File: config.mk
export PLATFORM = sky130hd
export DESIGN_NAME = adder_driver
export DESIGN_NICKNAME = d
export VERILOG_FILES = /design/src/rtl/adder_driver.sv
export SDC_FILE = /design/constraint.sdc
export NUM_CORES = 1
export LEC_CHECK = 0
export BUFFER_PORTS_ARGS = -buffer_cell sky130_fd_sc_hd__buf_2
export CORE_MARGIN = 1.5
export CORE_UTILIZATION = 40
export CTS_CLUSTER_DIAMETER = 150
export DETAILED_ROUTE_END_ITERATION = 10
export GPL_ROUTABILITY_DRIVEN = 1
export PLACE_DENSITY = 0.61
export REMOVE_ABC_BUFFERS = 1
export SLEW_MARGIN = 40
export SYNTH_ARGS = -nofsm -noshare
export SYNTH_HDL_FRONTEND = slang
export SYNTH_SLANG_ARGS = --single-unit
File: constraint.sdc
create_clock -name Clk -period 2.06 [get_ports Clk]
set_input_delay 0.412 -clock Clk [delete_from_list [all_inputs] [get_ports Clk]]
set_output_delay 0.412 -clock Clk [all_outputs]
set_load 0.05 [all_outputs]
File: src/rtl/adder_driver.sv
// Self-test driver for a 4-bit adder: sweeps all 256 operand pairs, compares
// the adder's Sum/Overflow against a reference, and reports errors.
module adder_driver #(
  parameter int LATENCY    = 1,
  parameter bit SIGNED_OVF = 1'b0
) (
  input  logic       Clk,
  input  logic       Reset_n,
  input  logic       Start,
  output logic [3:0] A,
  output logic [3:0] B,
  output logic       En,
  input  logic [3:0] Sum,
  input  logic       Overflow,
  output logic       Busy,
  output logic       Done,
  output logic       Pass,
  output logic [8:0] ErrCount,
  output logic [3:0] FailA,
  output logic [3:0] FailB
);

  typedef enum logic [2:0] {
    IDLE,
    ISSUE,
    WAIT,
    CHECK,
    DONE
  } state_t;

  // WAIT runs with wait_cnt = 0 .. LATENCY-2, i.e. LATENCY-1 cycles.
  localparam logic [3:0] WAIT_LAST = (LATENCY >= 2) ? 4'(LATENCY - 2) : 4'd0;

  state_t     state;
  state_t     state_next;
  logic [7:0] idx;
  logic [7:0] idx_next;
  logic [3:0] wait_cnt;
  logic [3:0] wait_next;
  logic [8:0] err_count;
  logic [8:0] err_next;
  logic [3:0] fail_a;
  logic [3:0] fail_a_next;
  logic [3:0] fail_b;
  logic [3:0] fail_b_next;

  logic [4:0] exp_full;
  logic       exp_ovf;
  logic       mismatch;

  assign A = idx[7:4];
  assign B = idx[3:0];

  assign exp_full = {1'b0, idx[7:4]} + {1'b0, idx[3:0]};
  assign exp_ovf  = SIGNED_OVF ? ((idx[7] == idx[3]) && (exp_full[3] != idx[7]))
                               : exp_full[4];
  assign mismatch = (Sum != exp_full[3:0]) || (Overflow != exp_ovf);

  always_ff @(posedge Clk) begin
    if (!Reset_n) begin
      state     <= IDLE;
      idx       <= 8'd0;
      wait_cnt  <= 4'd0;
      err_count <= 9'd0;
      fail_a    <= 4'd0;
      fail_b    <= 4'd0;
    end else begin
      state     <= state_next;
      idx       <= idx_next;
      wait_cnt  <= wait_next;
      err_count <= err_next;
      fail_a    <= fail_a_next;
      fail_b    <= fail_b_next;
    end
  end

  always_comb begin
    state_next  = state;
    idx_next    = idx;
    wait_next   = wait_cnt;
    err_next    = err_count;
    fail_a_next = fail_a;
    fail_b_next = fail_b;
    En          = 1'b0;
    Busy        = 1'b0;
    Done        = 1'b0;

    case (state)
      IDLE, DONE: begin
        Done = (state == DONE);
        if (Start) begin
          idx_next    = 8'd0;
          err_next    = 9'd0;
          fail_a_next = 4'd0;
          fail_b_next = 4'd0;
          state_next  = ISSUE;
        end
      end
      ISSUE: begin
        En         = 1'b1;
        Busy       = 1'b1;
        wait_next  = 4'd0;
        state_next = (LATENCY == 1) ? CHECK : WAIT;
      end
      WAIT: begin
        Busy = 1'b1;
        if (wait_cnt == WAIT_LAST) begin
          state_next = CHECK;
        end else begin
          wait_next = wait_cnt + 4'd1;
        end
      end
      CHECK: begin
        Busy = 1'b1;
        // Only the first failing vector of a sweep is captured.
        if (mismatch) begin
          err_next = err_count + 9'd1;
          if (err_count == 9'd0) begin
            fail_a_next = idx[7:4];
            fail_b_next = idx[3:0];
          end
        end
        if (idx == 8'hFF) begin
          state_next = DONE;
        end else begin
          idx_next   = idx + 8'd1;
          state_next = ISSUE;
        end
      end
      default: state_next = IDLE;
    endcase
  end

  assign Pass     = Done && (err_count == 9'd0);
  assign ErrCount = err_count;
  assign FailA    = fail_a;
  assign FailB    = fail_b;

endmodule

After elaboration in Yosys (flattened, before gate mapping):

Index checks and enable logic that the tools add are counted.

* register bits after elaboration: 32
* input bits: 8
* output and inout port bits: 29
* word-level logic and storage cells: 59

* add/sub/neg operators: 4
* equality and inequality tests: 13
* mux-type cells: 22
* reductions and logical operators: 14

Operators by type and width (count)
* 4-bit 2-to-1 mux: 6
* 4-bit one-hot mux with 2 select lines: 3
* 9-bit 2-to-1 mux: 2
* 9-bit one-hot mux with 2 select lines: 1
* 8-bit 2-to-1 mux: 2
* 8-bit one-hot mux with 2 select lines: 1
* 2-bit inequality test, second input constant: 6
* 3-bit one-hot mux with 4 select lines: 1
* 9-bit by 1-bit adder with 9-bit output, second input constant: 1
* 9-bit logical NOT: 1
* 3-bit 2-to-1 mux: 3
* 8-bit by 1-bit adder with 8-bit output, second input constant: 1
* 8-bit equality test, second input constant: 1
* 3-bit by 2-bit equality test with 1-bit output, second input constant: 2
* 3-bit AND reduction: 2
* 4-bit by 4-bit adder with 5-bit output: 1
* 4-bit by 1-bit adder with 4-bit output, second input constant: 1
* 4-bit logical NOT: 1
* 4-bit inequality test: 1
* 2-bit AND reduction: 2
* 4-bit AND reduction: 1
* 2-bit nonzero test: 2
* 3-bit by 1-bit equality test with 1-bit output, second input constant: 1
* 3-bit equality test, second input constant: 1
* other kinds (7): 9

Longest topological paths before layout:

Gate-level depths: netlist of run 1.

* depth in word-level cells: 5
* gate-level depth with buffers: 8
* mapped depth without buffers: 7

Least setup slack after synthesis of run 1:

No wires, ideal clock.

* path type: register -> register
* start point: reg idx[4]
* end point: reg err_count[2] (netlist: ErrCount[2])
* setup time: 0.139 ns
* arrival: 2.388 ns
* data required time: 1.921 ns
* path slack: -0.468 ns
* stages on the path, launching flop included: 9
* buffers on the path: 1
* period minus slack after synthesis: 2.528 ns
* path through: dfxtp_1 -> ha_1 -> fa_1 -> xnor2_1 -> nand4_2 -> nor3b_4 -> and2_1 -> buf_6 -> o221ai_1

* cells in the longest elaborated chain, start to end: 5
* elaborated cells between the ends (all ways): 6
* those cells by class: add/sub (1); eq/ne (3); reduce/logical (2)

Ends and longest elaborated chain
* from (decl): line 36 `logic [7:0] idx;`
* from (signal assigned): line 69 `idx <= idx_next;`
* 4-bit by 4-bit adder with 5-bit output (*): line 54 `assign exp_full = {1'b0, idx[7:4]} + {1'b0, idx[3:0]};`
* 4-bit inequality test or 1-bit inequality test (tied branches): line 57 `assign mismatch = (Sum != exp_full[3:0]) || (Overflow != exp_ovf);`
* 1-bit logical OR (*): line 57
* 2-bit inequality test (no line) (*)
* 3-bit AND reduction (no line) (*)
* to (signal assigned): line 71 `err_count <= err_next;`
* to (decl): line 40 `logic [8:0] err_count;`

Mark *: on every way between the ends. The rest lies on a longest branch, timed or not.
A chain may end at the register's enable or synchronous reset.

Worst setup path in the final report of run 1:

* start point: reg idx[4]
* end point: reg err_count[1] (netlist: ErrCount[1])

The elaborated chain is that of the path after synthesis.

==> results of run 1 <==
==> layout by cell type (no fill, tap or decap), drive strengths merged <==
cell | synthesis | routed
a211oi | 1 | 1
a21o | 1 | 1
a21oi | 13 | 13
a22oi | 1 | 1
and2 | 4 | 4
and3 | 3 | 3
and3b | 1 | 1
and4 | 1 | 1
buf | 6 | 63
clkbuf | 5 | 6
clkinv | 0 | 1
dfxtp | 32 | 32
fa | 1 | 1
ha | 9 | 9
inv | 8 | 8
mux2i | 8 | 8
nand2 | 24 | 24
nand3 | 19 | 19
nand3b | 2 | 2
nand4 | 5 | 5
nand4b | 4 | 4
nor2 | 15 | 15
nor2b | 1 | 1
nor3 | 4 | 4
nor3b | 3 | 3
nor4 | 5 | 5
nor4b | 2 | 2
o21a | 1 | 1
o21ai | 5 | 5
o221a | 3 | 3
o221ai | 4 | 4
o311a | 1 | 1
o32ai | 2 | 2
or3 | 3 | 3
or3b | 2 | 2
or4 | 1 | 1
xnor2 | 9 | 9
xnor3 | 1 | 1
xor2 | 4 | 4
==> repair_timing <==
| item | 4_1_cts | 5_1_grt |
|---|---|---|
| pin swaps | 3 | 3 |
| gates resized for setup | 11 | 3 |
| setup buffers | 2 | 1 |
| endpoints found under the setup margin | 18 | 19 |
==> state kept, by name, summed over array words and instances (netlist names) <==
register and flops:
ErrCount 9, FailA 4, FailB 4, idx 8, state 3, wait_cnt 4
==> worst max-delay path by stage <==
| stage | startpoint | end | slack [ns] | cells after the start |
|---|---|---|---|---|
| 2_1_floorplan | idx[4] | ErrCount[2] | -0.53 | 7 |
| 3_3_place_gp | idx[4] | ErrCount[0] | -0.13 | 8 |
| 3_5_place_dp | idx[4] | ErrCount[1] | -0.16 | 8 |
| 4_1_cts | idx[4] | ErrCount[1] | -0.07 | 8 |
| 5_1_grt | idx[4] | ErrCount[0] | -0.19 | 8 |
| 6_report | idx[4] | ErrCount[1] | -0.09 | 8 |
==> kinds of logic (layout without fill, tap and decap cells) <==
group                    Yosys count  after routing
AO/OA/AOI/OAI                     32             32
AND/OR/NAND/NOR                   99             99
adder cells (fa/ha/maj)           10             10
buffers and inverters             19             78
flip-flops                        32             32
multiplexers                       8              8
XOR/XNOR                          14             14
==> power breakdown <==
part	switching, uW	leakage [uW]	internal [uW]	total [uW]
Sequential	22.4	0.000259	633	656
Combinational	219	0.000730	125	344
Clock	228	0.0000410	229	457
==> through the flow <==
stage | hold WS, ns | total power, uW | setup slack, ns
6_report | 0.4558 | 1457 | -0.08940
4_1_cts | 0.4593 | 1473 | -0.07218
3_5_place_dp | 0.4436 | 993.1 | -0.1618
2_1_floorplan | 0.4800 | 872.5 | -0.5265
5_1_grt | 0.4884 | 1532 | -0.1898
3_3_place_gp | 0.4422 | 992.8 | -0.1348
==> cell type report <==
cell class                      instances  share of cell area
Clock buffer                            6             0.03053
Clock inverter                          1            0.002105
Inverter                                8             0.01263
Multi-Input combinational cell        163              0.4905
Sequential cell                        32              0.2711
Tap cell                               52             0.02737
Timing Repair Buffer                   63              0.1658
==> worst reg2reg max path, cell delays in order, from the launching register on <==
cell	delay (ns)
dfxtp_2	0.34
ha_4	0.16
fa_2	0.54
xnor2_2	0.12
nand4_2	0.14
nor3b_4	0.28
a21oi_1	0.10
buf_4	0.19
o32ai_1	0.20
==> layer usage <==
metal  track usage  wire (um)
met4       0.05660         53
met5             0          0
met1        0.2575       2182
met2        0.3138       2089
met3       0.04843        232
==> qor.yml, run 1 <==
synthMuxAreaShare: 0.04304
max_cap_viol_count: 0
fmax_mhz: 465.2
drive_above_1_share: 0.3187
cts_root_buf: "clkbuf_8"
dpl.cell_count: 315
ys.flop_type: "dfxtp_1"
ff2ff_path_depth: 8
grt_start_max_net_pins: 16
start_util: 0.4215
synth_compound_area_frac: 0.1217
drv_slew: 0
synth-simple-area-share: 0.2946
p_per_area_nw_per_um2: 612.8
areaGrowthSynthToFinish_pct: 27.77
synth_edf_count: 0
synth_top_area_frac: 0.3443
status: "complete, but fails checks"
synth_cell_types: 44
postSynth.asyncResetShare: 0
first_global_vias: 1625
numCtsBuffers: 5
timing.final.ws_setup_ns: -0.08940
core_um2: 4414
finalNetCount: 291
synth_top_family_by_area: "simple AND/OR/NAND/NOR gates"
setup_viol: 17
track_usage: 0.1944
routed_wl_um: 4558
hold_class: "register to register"
setup_tns_ns: -0.7634
worst_ep_arrival_time_ns: 2.35
criticalPathCategory: "register to register"
hpwl_um: 3349
die_w_um: 71.20
area.sequential_um2: 644.4
relSlewSlack: 0.6687
synth-seq-area-share: 0.3443
clk_pin_slew_ns: 0.06
holdBufCountCts: 0
wl_per_cell_um: 14.02
min_to: "FailA[0]"
synthTopCellsByArea: "dfxtp_1 (34%), ha_1 (6.1%), nand3_1 (5.1%)"
crit_path_start_kind: "register"
grt_overflow: 0
final_util: 0.5385
failed_checks: "negative setup slack"
fin_crit_sh: 1.043
place_area_um2: 2220
reg2reg_from: "idx[4]"
syn_avg_cell_area_um2: 8.694
synth-seq-cells: 32
grt_pass1_wl_um: 7728
syn-cell-area_um2: 1861
grt_setup_unrepaired: "yes"
antenna_found_initial: 0
rows: 24
cp_top_family: "adder cells"
whs_path_depth: 2
viasPerCell: 5.332
vias: 1733
cp.required_ns: 2.26
synth_most_common_cell: "dfxtp_1"
port_buffers: 36
cts.sinks: 32
h-tree-depth: 2
yosysTopAreaCell: "dfxtp_1"
drc: 0
ys_warn_count: 0
multiInputGateArea_um2: 1166
p_leak_uw: 0.001031
worst_pin_slew_ns: 0.4970
finalHoldViolCount: 0
cts_buffer_depth: 2
min_period_ns: 2.149
rr_endpoint: "ErrCount[1]"
cts_tree: "built"
syn_inst: 214
gp_congestion: 0.9195
synth-xor-area-share: 0.07330
clock_latency_ns: 0.29
crit_chain: "ha_4 -> fa_2 -> xnor2_2 -> nand4_2 -> nor3b_4 -> a21oi_1 -> buf_4 -> o32ai_1"
cp_num_buf_inv: 1
antenna_left: 0
num-fill-cells: 439
ir_worst_vdd_uv: 326.7
crit_slowest_cell: "fa_2"
drt_first_pass_iters: 4
ios: 37
critPathMaxStageDelay_ns: 0.54
synthTopCellsByCount: "dfxtp_1 (32), nand2_1 (24), nand3_1 (19), nor2_1 (15), a21oi_1 (12)"
r2r_slack_ns: -0.09
synth-adder-area-share: 0.07128
fp.dieH_um: 71.20
first_iter_violations: 83
design_area_um2: 2377
finalClockSkew_ns: 0.004152
critPathMaxFanout: 6
endpoint_kind: "register"
hp-start: "FailA[0]"
die-area_um2: 5069
antennaDiodeCount: 0
layoutNonFillerInstCount: 325
Note: power is estimated with default switching activity, not from simulation.
==> inputs of run 2 (changes only) <==
--- a/config.mk
+++ b/config.mk
@@ -17,3 +17,4 @@
 export SYNTH_ARGS = -nofsm -noshare
 export SYNTH_HDL_FRONTEND = slang
 export SYNTH_SLANG_ARGS = --single-unit
+export TNS_END_PERCENT = 5
==> qor.yml, run 2 (synthesized netlist as in run 1, its figures left out) <==
fp.dieH_um: 71.20  # unchanged
fmax_mhz: 465.6  # was 465.2 MHz
viasPerCell: 5.339  # was 5.332
track_usage: 0.1909  # was 0.1944
drv_slew: 0  # unchanged
rows: 24  # unchanged
grt_overflow: 0  # unchanged
clock_latency_ns: 0.29  # about the same
p_per_area_nw_per_um2: 616.3  # was 612.8 nW/um2
finalHoldViolCount: 0  # unchanged
worst_hold_slack_ns: 0.4558  # about the same
cts_buffer_depth: 2  # unchanged
drive_above_1_share: 0.3185  # was 0.3187
cts.sinks: 32  # unchanged
power.share.switching: 0.3230  # was 0.3219
post-place-ws_ns: -0.1618  # unchanged
die_w_um: 71.20  # unchanged
antenna_left: 0  # unchanged
p_leak_uw: 0.001018  # was 0.001031 uW
failed_checks: "negative setup slack"  # unchanged
relSlewSlack: 0.6580  # was 0.6687
gp_congestion: 0.9195  # unchanged
worst_ep_arrival_time_ns: 2.35  # about the same
start_util: 0.4215  # unchanged
combPwrFrac: 0.236  # about the same
critPathMaxFanout: 6  # unchanged
hold_class: "register to register"  # unchanged
final_common_cell: "buf_2"  # unchanged
h-tree-depth: 2  # unchanged
finalNetCount: 288  # was 291
ir_worst_vdd_uv: 328.2  # was 326.7 uV
setup_viol: 17  # unchanged
fin_crit_sh: 1.043  # about the same
dpl.cell_count: 315  # unchanged
finalClockSkew_ns: 0.004172  # was 0.004152 ns
cp_top_family: "adder cells"  # unchanged
design_area_um2: 2365  # was 2377 um2
wl_per_cell_um: 14.16  # was 14.02 um
layout_common_cells: "buf_2 (36), dfxtp_1 (29), nand2_1 (24)"  # was buf_2 (36), dfxtp_1 (29), nand2_1 (24), buf_4 (24), nand3_1 (19)
hpwl_um: 3349  # unchanged
p_switching_uw: 470.8  # was 469.0 uW
layoutNonFillerInstCount: 322  # was 325
p_int_uw: 986.5  # was 987.7 uW
holdBufCountCts: 0  # unchanged
worstSetupStartpoint: "idx[4]"  # unchanged
criticalPathCategory: "register to register"  # unchanged
crit_path_start_kind: "register"  # unchanged
ios: 37  # unchanged
numCtsBuffers: 5  # unchanged
cts_tree: "built"  # unchanged
antennaDiodeCount: 0  # unchanged
grt_start_max_net_pins: 16  # unchanged
grt_pass1_wl_um: 7610  # was 7728 um
cts_root_buf: "clkbuf_8"  # unchanged
reg2reg_from: "idx[4]"  # unchanged
critPathMaxStageDelay_ns: 0.54  # about the same
first_global_vias: 1600  # was 1625
routed_wl_um: 4561  # was 4558 um
crit_chain: "ha_4 -> fa_2 -> xnor2_2 -> nand4_2 -> nor3b_4 -> a21oi_1 -> buf_4 -> o32ai_2"  # was ha_4 -> fa_2 -> xnor2_2 -> nand4_2 -> nor3b_4 -> a21oi_1 -> buf_4 -> o32ai_1
port_buffers: 36  # unchanged
clk_pin_slew_ns: 0.06  # about the same
timing.final.ws_setup_ns: -0.08767  # was -0.08940 ns
endpoint_kind: "register"  # unchanged
max_cap_viol_count: 0  # unchanged
crit_slowest_cell: "fa_2"  # unchanged
grt_setup_unrepaired: "yes"  # unchanged
vias: 1719  # was 1733
drc: 0  # unchanged
setup_tns_ns: -0.7072  # was -0.7634 ns
core_um2: 4414  # unchanged
clockPowerShare: 0.314  # about the same
min_period_ns: 2.148  # was 2.149 ns
hp-start: "FailA[0]"  # unchanged
areaGrowthSynthToFinish_pct: 27.10  # was 27.77%
cp_num_buf_inv: 1  # unchanged
seq_power_share: 0.450  # about the same
first_iter_violations: 83  # unchanged
place_area_um2: 2220  # unchanged
drt_first_pass_iters: 4  # unchanged
status: "complete, but fails checks"  # unchanged
die-area_um2: 5069  # unchanged
antenna_found_initial: 0  # unchanged
worst_pin_slew_ns: 0.5131  # was 0.4970 ns
largest_reg_flops: 9  # unchanged
cp.required_ns: 2.26  # about the same
-- run 2: cell types whose count changed in the layout (fill, tap and decap cells not counted), sizes merged --
cell	before	now
buf	63	60
-- run 2: path summary, 6_finish.rpt --
| path | to | slack, ns | depth (start not counted) |
|---|---|---|---|
| worst min-delay path | FailA[0] | 0.46 | 2 |
| worst min register to register | FailA[0] | 0.46 | 2 |
| worst max register to register | ErrCount[0] | -0.09 | 8 |
| worst max-delay path | ErrCount[0] | -0.09 | 8 |
-- run 2: cell type report --
class / instances / area (um2)
multi-input cells: 163 / 1180
fillers: 438 / 2049
well taps: 52 / 65.06
inverters: 8 / 30.03
clock buffers: 6 / 72.57
flip-flops and latches: 32 / 644.4
repair buffers: 60 / 367.9
clock inverters: 1 / 5.005
-- run 2: per-stage QoR --
step	power [uW]	util
global route	1533	0.5357
detailed placement	993.1	0.5028
floorplan	872.5	-
finish	1457	0.5357
global placement	992.8	0.5028
CTS	1469	0.5300
-- run 2: timing repair --
action	4_1_cts	5_1_grt
pin swaps	3	2
resized for setup	10	5
buffers inserted	0	0
setup endpoints to repair	18	19
hold endpoints to repair	0	0
gates cloned	0	0
-- run 2: per-layer routing --
layer / up-vias / wire length (um) / track usage
met2: 37 / 2102 / 0.3004
met5: - / 0 / 0
met3: 6 / 203 / 0.04843
li1: 877 / - / -
met4: 0 / 53 / 0.05660
met1: 799 / 2200 / 0.2584
-- run 2: power groups by stage --
stage | sequential [uW] | combinational, uW | clock [uW]
final | 656 | 344 | 457
after floorplan | 677 | 195 | 0
after CTS | 654 | 338 | 477
after global placement | 665 | 328 | 0
after global routing | 658 | 370 | 504
after detailed placement | 666 | 327 | 0
-- run 2: worst reg2reg max path, delay by kind of cell, from the launching register on --
family / cells / cell delay (ns)
xor+xnor: 1 / 0.12
fa+ha+maj: 2 / 0.70
compound gates: 2 / 0.30
simple gates: 2 / 0.40
buf+inv: 1 / 0.19
flops: 1 / 0.34
